File: config.mk
export PLATFORM = sky130hd
export DESIGN_NAME = uart_rx
export DESIGN_NICKNAME = d
export VERILOG_FILES = /design/src/rtl/uart_rx.sv
export SDC_FILE = /design/constraint.sdc
export NUM_CORES = 1
export LEC_CHECK = 0
export ABC_CLOCK_PERIOD_IN_PS = 7770
export CAP_MARGIN = 40
export CORE_MARGIN = 8
export CORE_UTILIZATION = 65
export CTS_BUF_LIST = sky130_fd_sc_hd__clkbuf_4 sky130_fd_sc_hd__clkbuf_8
export CTS_CLUSTER_SIZE = 10
export DETAILED_ROUTE_END_ITERATION = 12
export PLACE_DENSITY = 0.9
export SKIP_CTS_REPAIR_TIMING = 1
export SYNTH_ARGS = -nofsm -noshare
export SYNTH_HDL_FRONTEND = slang
export SYNTH_SLANG_ARGS = --single-unit
File: constraint.sdc
create_clock -name clk_i -period 7.77 [get_ports clk_i]
set_clock_uncertainty 0.15 [all_clocks]
set_input_delay 1.554 -clock clk_i [delete_from_list [all_inputs] [get_ports clk_i]]
set_output_delay 1.554 -clock clk_i [all_outputs]
set_load 0.005 [all_outputs]
File: src/rtl/uart_rx.sv
// uart_rx: UART receiver (start/data/stop, LSB first) with runtime baud divider and a show-ahead RX FIFO.
// Optional even-parity bit is compiled in when the macro UART_RX_PARITY_EN is defined.

module wbit_fifo #(
    parameter int WIDTH = 8,
    parameter int DEPTH = 16
) (
    input  logic             clk_i,
    input  logic             rst_ni,
    input  logic             push_i,
    input  logic [WIDTH-1:0] din_i,
    input  logic             pop_i,
    output logic [WIDTH-1:0] dout_o,
    output logic             empty_o,
    output logic             full_o
);
    localparam int          AW       = $clog2(DEPTH);
    localparam logic [AW:0] CNT_FULL = (AW+1)'(DEPTH);

    logic [WIDTH-1:0] r_mem [DEPTH];
    logic [AW-1:0]    r_wptr;
    logic [AW-1:0]    r_rptr;
    logic [AW:0]      r_count;
    logic             w_wr;
    logic             w_rd;

    assign empty_o = (r_count == {(AW+1){1'b0}});
    assign full_o  = (r_count == CNT_FULL);
    // A push while full is dropped even if a pop happens in the same cycle
    assign w_wr    = push_i && !full_o;
    assign w_rd    = pop_i && !empty_o;
    assign dout_o  = empty_o ? {WIDTH{1'b0}} : r_mem[r_rptr];

    // Storage array write port
    always_ff @(posedge clk_i) begin
        if (w_wr) begin
            r_mem[r_wptr] <= din_i;
        end
    end

    // Pointer and occupancy tracking
    always_ff @(posedge clk_i or negedge rst_ni) begin
        if (!rst_ni) begin
            r_wptr  <= {AW{1'b0}};
            r_rptr  <= {AW{1'b0}};
            r_count <= {(AW+1){1'b0}};
        end else begin
            if (w_wr) r_wptr <= r_wptr + AW'(1);
            if (w_rd) r_rptr <= r_rptr + AW'(1);
            case ({w_wr, w_rd})
                2'b10:   r_count <= r_count + (AW+1)'(1);
                2'b01:   r_count <= r_count - (AW+1)'(1);
                default: r_count <= r_count;
            endcase
        end
    end
endmodule

module uart_rx #(
    parameter int DATA_WIDTH = 8,
    parameter int FIFO_DEPTH = 16
) (
    input  logic                  clk_i,
    input  logic                  rst_ni,
    input  logic [15:0]           baud_div_i,
    input  logic                  rx_en_i,
    input  logic                  rx_re_i,
    input  logic                  rx_bit_i,
    output logic [DATA_WIDTH-1:0] dout_o,
    output logic                  empty_o,
    output logic                  full_o,
    output logic                  frame_err_o,
    output logic                  overrun_o,
    output logic                  parity_err_o
);
    localparam int BW = $clog2(DATA_WIDTH + 1);

    typedef enum logic [2:0] {S_IDLE, S_START, S_DATA, S_PARITY, S_STOP} state_t;

    state_t                r_state;
    state_t                w_state_nxt;
    logic                  r_sync1;
    logic                  r_rx_s;
    logic [15:0]           r_cnt;
    logic [BW-1:0]         r_bit_cnt;
    logic [DATA_WIDTH-1:0] r_shreg;
    logic                  r_brk;
    logic                  r_ferr;
    logic                  r_ovr;
    logic                  r_perr;
    logic                  w_half_hit;
    logic                  w_full_hit;
    logic                  w_cnt_clr;
    logic                  w_bit_clr;
    logic                  w_shift;
    logic                  w_par_smp;
    logic                  w_par_bad;
    logic                  w_push;
    logic                  w_ferr;
    logic                  w_ovr;
    logic                  w_perr;
    logic                  w_brk_nxt;
    logic                  w_full;

`ifdef UART_RX_PARITY_EN
    logic r_par;

    function automatic logic even_par_bad(input logic [DATA_WIDTH-1:0] d, input logic p);
        return (^d) ^ p;
    endfunction

    assign w_par_bad = even_par_bad(r_shreg, r_par);

    // Captured parity bit, checked together with the stop bit
    always_ff @(posedge clk_i or negedge rst_ni) begin
        if (!rst_ni)        r_par <= 1'b0;
        else if (w_par_smp) r_par <= r_rx_s;
        else                r_par <= r_par;
    end
`else
    assign w_par_bad = 1'b0;
`endif

    assign w_half_hit = (r_cnt == ((baud_div_i >> 1) - 16'd1));
    assign w_full_hit = (r_cnt == (baud_div_i - 16'd1));

    // Two-stage synchronizer on the asynchronous serial line
    always_ff @(posedge clk_i or negedge rst_ni) begin
        if (!rst_ni) begin
            r_sync1 <= 1'b1;
            r_rx_s  <= 1'b1;
        end else begin
            r_sync1 <= rx_bit_i;
            r_rx_s  <= r_sync1;
        end
    end

    // Next-state and per-cycle control decode
    always_comb begin
        w_state_nxt = r_state;
        w_cnt_clr   = 1'b0;
        w_bit_clr   = 1'b0;
        w_shift     = 1'b0;
        w_par_smp   = 1'b0;
        w_push      = 1'b0;
        w_ferr      = 1'b0;
        w_ovr       = 1'b0;
        w_perr      = 1'b0;
        w_brk_nxt   = r_brk;
        case (r_state)
            S_IDLE: begin
                w_cnt_clr = 1'b1;
                w_bit_clr = 1'b1;
                if (r_rx_s) w_brk_nxt = 1'b0;
                else        w_brk_nxt = r_brk;
                if (rx_en_i && !r_rx_s && !r_brk) w_state_nxt = S_START;
                else                              w_state_nxt = S_IDLE;
            end
            S_START: begin
                if (w_half_hit) begin
                    w_cnt_clr = 1'b1;
                    w_bit_clr = 1'b1;
                    if (r_rx_s) w_state_nxt = S_IDLE;
                    else        w_state_nxt = S_DATA;
                end else begin
                    w_state_nxt = S_START;
                end
            end
            S_DATA: begin
                if (w_full_hit) begin
                    w_cnt_clr = 1'b1;
                    w_shift   = 1'b1;
                    if (r_bit_cnt == BW'(DATA_WIDTH - 1)) begin
`ifdef UART_RX_PARITY_EN
                        w_state_nxt = S_PARITY;
`else
                        w_state_nxt = S_STOP;
`endif
                    end else begin
                        w_state_nxt = S_DATA;
                    end
                end else begin
                    w_state_nxt = S_DATA;
                end
            end
`ifdef UART_RX_PARITY_EN
            S_PARITY: begin
                if (w_full_hit) begin
                    w_cnt_clr   = 1'b1;
                    w_par_smp   = 1'b1;
                    w_state_nxt = S_STOP;
                end else begin
                    w_state_nxt = S_PARITY;
                end
            end
`endif
            S_STOP: begin
                if (w_full_hit) begin
                    w_cnt_clr   = 1'b1;
                    w_state_nxt = S_IDLE;
                    // Frame error wins; the line must return high before a new start is accepted
                    if (!r_rx_s) begin
                        w_ferr    = 1'b1;
                        w_brk_nxt = 1'b1;
                    end else if (w_par_bad) begin
                        w_perr = 1'b1;
                    end else if (w_full) begin
                        w_ovr = 1'b1;
                    end else begin
                        w_push = 1'b1;
                    end
                end else begin
                    w_state_nxt = S_STOP;
                end
            end
            default: begin
                w_state_nxt = S_IDLE;
                w_cnt_clr   = 1'b1;
                w_bit_clr   = 1'b1;
            end
        endcase
    end

    // FSM state register
    always_ff @(posedge clk_i or negedge rst_ni) begin
        if (!rst_ni) r_state <= S_IDLE;
        else         r_state <= w_state_nxt;
    end

    // Baud/bit counters, shift register and registered error pulses
    always_ff @(posedge clk_i or negedge rst_ni) begin
        if (!rst_ni) begin
            r_cnt     <= 16'd0;
            r_bit_cnt <= {BW{1'b0}};
            r_shreg   <= {DATA_WIDTH{1'b0}};
            r_brk     <= 1'b0;
            r_ferr    <= 1'b0;
            r_ovr     <= 1'b0;
            r_perr    <= 1'b0;
        end else begin
            r_cnt     <= w_cnt_clr ? 16'd0 : r_cnt + 16'd1;
            if (w_bit_clr)    r_bit_cnt <= {BW{1'b0}};
            else if (w_shift) r_bit_cnt <= r_bit_cnt + BW'(1);
            else              r_bit_cnt <= r_bit_cnt;
            if (w_shift) r_shreg <= {r_rx_s, r_shreg[DATA_WIDTH-1:1]};
            else         r_shreg <= r_shreg;
            r_brk     <= w_brk_nxt;
            r_ferr    <= w_ferr;
            r_ovr     <= w_ovr;
            r_perr    <= w_perr;
        end
    end

    assign frame_err_o  = r_ferr;
    assign overrun_o    = r_ovr;
    assign parity_err_o = r_perr;
    assign full_o       = w_full;

    wbit_fifo #(
        .WIDTH (DATA_WIDTH),
        .DEPTH (FIFO_DEPTH)
    ) u_fifo (
        .clk_i   (clk_i),
        .rst_ni  (rst_ni),
        .push_i  (w_push),
        .din_i   (r_shreg),
        .pop_i   (rx_re_i),
        .dout_o  (dout_o),
        .empty_o (empty_o),
        .full_o  (w_full)
    );
endmodule

==> reports/qor.yml <==
cts:
  clock_sinks: 177
  clk_pin_slew_ps: 90
  h-tree-depth: 4
  cts_tree: "built"
  clock_path_buffers: 2
  cts_inserted_buffers: 17
  clk_latency_ps: 460
  root_buffer: "clkbuf_8"
grt:
  antenna_found_initial: 0
  grt_max_degree: 40
  grt_usage_pct: 24.3
  grt_pass1_wl_um: 30000
  grt_overflow: 0
  grt_pass1_vias: 5340
setup_path:
  crit_path_max_fanout: 19
  crit_type: "primary input to flip-flop"
  cp_data_arrival_time_ps: 6480
  start_kind: "primary input"
  end_kind: "flip-flop"
  cp_data_required_time_ps: 7960
route:
  via_count: 5209
  wl_per_cell_um: 23.8
  drc: 0
  drtIter0Drc: 612
  antenna_left: 0
  drtPass1Iterations: 6
  viasPerCell: 6.53
  routed_wl_um: 19000
placed_design:
  place.gp.congestion: 0.938
  portBuffers: 32
  placed_area_sq_mm: 0.00891
  post-dp-hpwl_um: 13400
pwr:
  switching_share_pct: 29.6
  p_per_area_mw_per_mm2: 249
  p_clk_share_pct: 27.6
  p_comb_share_pct: 24.0
  cellLeakagePower_nw: 3.51
  p_sw_mw: 0.686
  p_int_mw: 1.63
  ir_worst_vdd_mv: 0.132
  seq_power_share_pct: 48.4
timing:
  rsz0062_at_grt: "false"
  fmax_mhz: 159
  finalSetupViolCount: 0
  hold-worst-slack_ps: 210
  timing.setup.tns_ps: 0
  finalCritPeriodShare_pct: 80.9
  period_needed_ps: 6290
  tightest_slew_ps: 891
  maxSlewViolCount: 0
  hold_viol: 0
  relSlewSlack_pct: 40.4
finish:
  layout.nets: 647
  multi_input_area_sq_mm: 0.00321
  diodes: 0
  regArea_sq_mm: 0.00507
  drive_above_1_share_pct: 15.3
  final_area_sq_mm: 0.00932
  num-fill-cells: 751
  syn2layout_area_growth_pct: 9.71
yosys:
  yosysTopAreaCell: "edfxtp_1"
  synth_fa_ha_area_share_pct: 1.92
  synth_top_family_by_area: "multiplexers"
  syn-num-nets: 629
  synth_xor_area_share_pct: 6.91
  synth.top_cell.area_share_pct: 45.3
  netlist_top_cells_count: "128 x edfxtp_1, 47 x dfrtp_1, 40 x mux4_2, 40 x xnor2_1, 38 x nor2_1"
  syn_area_sq_mm: 0.00849
  synth_edf_count: 128
  ys_types: 67
  syn_area_per_cell_sq_um: 14.3
  ys_seq_area_share_pct: 59.7
  yosysMostFrequentCell: "edfxtp_1"
  synthFlopType: "edfxtp_1"
  yosys-top-cells-area: "edfxtp_1 45%, dfrtp_1 14%, mux4_2 11%"
  synthCells: 595
  async_reset_ff_share_pct: 27.7
  synth_warnings: 0
  synth_compound_area_share_pct: 3.49
  synth-simple-area-share_pct: 12.7
  ys_ff_latch: 177
  synthMuxAreaShare_pct: 12.8
die:
  die_w_um: 130
  die_area_sq_mm: 0.0170
  die_h_um: 130
  core_sq_mm: 0.0127
  initial_core_util_pct: 67.0
  num_io_pins: 34
  row_count: 41
outcome:
  status: "completed"
flow_run:
  drv_cap: 0
min_path:
  hold_path_class: "flip-flop to flip-flop"
-- kinds of logic after synthesis --
group	count (synthesis)
simple gates	185
buf+inv	50
xor+xnor	67
compound gates	46
flops	177
fa+ha+maj	13
mux	56
other cells	1
-- through the flow --
stage / power [mW] / std cells / setup slack [ps] / util, %
after floorplan: 1.52 / 595 / 2460 / -
after CTS: 2.33 / 798 / 1600 / 73.5
after detailed placement: 1.70 / 766 / 1140 / 70.3
final: 2.32 / 798 / 1480 / 73.5
after global placement: 1.66 / 764 / 1440 / 70.1
after global routing: 2.42 / 798 / 1100 / 73.5
-- state kept, by name, summed over array words and instances (netlist names) --
signal and count:
u_fifo.r_mem 128, r_shreg 8, r_sync1 1, frame_err_o 1, r_state 3, r_brk 1
u_fifo.r_wptr 4, u_fifo.r_count 5, u_fifo.r_rptr 4, r_rx_s 1, overrun_o 1, r_cnt 16
r_bit_cnt 4
-- per-layer routing --
layer / share of wire, % / vias up / global-route usage, % / wire, um
met5: 0 / - / 0 / 0
li1: - / 2268 / - / -
met4: 4.4 / 0 / 14.0 / 839
met3: 7.8 / 52 / 5.96 / 1480
met1: 37 / 2595 / 28.3 / 7080
met2: 51 / 294 / 40.6 / 9620
-- final timing paths --
check                                   start           endpoint  slack [ps]  cells after the start
max in group asynchronous              rst_ni            r_sync1        6050                      2
worst max-delay path            baud_div_i[1]  u_fifo.r_count[4]        1480                     19
worst min register to register        r_sync1             r_rx_s         210                      0
worst max register to register      r_cnt[11]  u_fifo.r_count[4]        2930                     16
min in group asynchronous              rst_ni   u_fifo.r_rptr[3]         840                      1
worst min-delay path                  r_sync1             r_rx_s         210                      0
-- cells in the final DEF (no fill, tap or decap), drive strengths merged, types with 5 or more instances in the layout --
master         count
clkinv             6
nor2b             18
xnor2             40
buf                6
or2                5
mux2i              5
o21ai             12
nand3             14
nor2              38
edfxtp           128
nor4               9
nand4             10
and3              20
xor2              27
a21oi             14
nor3              14
dfrtp             47
inv               15
clkbuf            19
mux2              11
nand2             26
mux4              40
a31oi              5
clkdlybuf4s50     31
ha                13
-- area by class of cell --
type,count,area share (%)
Clock buffer,19,2.67
Tap cell,172,2.31
Inverter,12,0.483
Multi-Input combinational cell,368,34.5
Sequential cell,177,54.5
Clock inverter,13,1.68
Timing Repair Buffer,37,3.92
-- critical path, cell delays in order --
cell             delay (ps)
clkdlybuf4s50_1         480
inv_1                   180
ha_1                    290
nor4b_4                 400
and4_1                  310
a22oi_1                 120
a211oi_1                250
nand4_1                 400
nor3_4                  690
inv_2                   160
ha_1                    350
xor2_1                  190
ha_1                    240
o21ai_0                 200
a21oi_1                 100
a21oi_1                 170
xor2_1                  150
nor2_1                   70
xor2_1                  140
-- power groups by stage --
| stage | clock network, mW | logic, mW | registers [mW] |
|---|---|---|---|
| finish | 0.640 | 0.558 | 1.12 |
| global route | 0.683 | 0.606 | 1.13 |
| CTS | 0.649 | 0.561 | 1.12 |
| detailed placement | 0 | 0.561 | 1.14 |
| global placement | 0 | 0.527 | 1.14 |
| floorplan | 0 | 0.431 | 1.09 |
(Power assumes the default switching activity.)
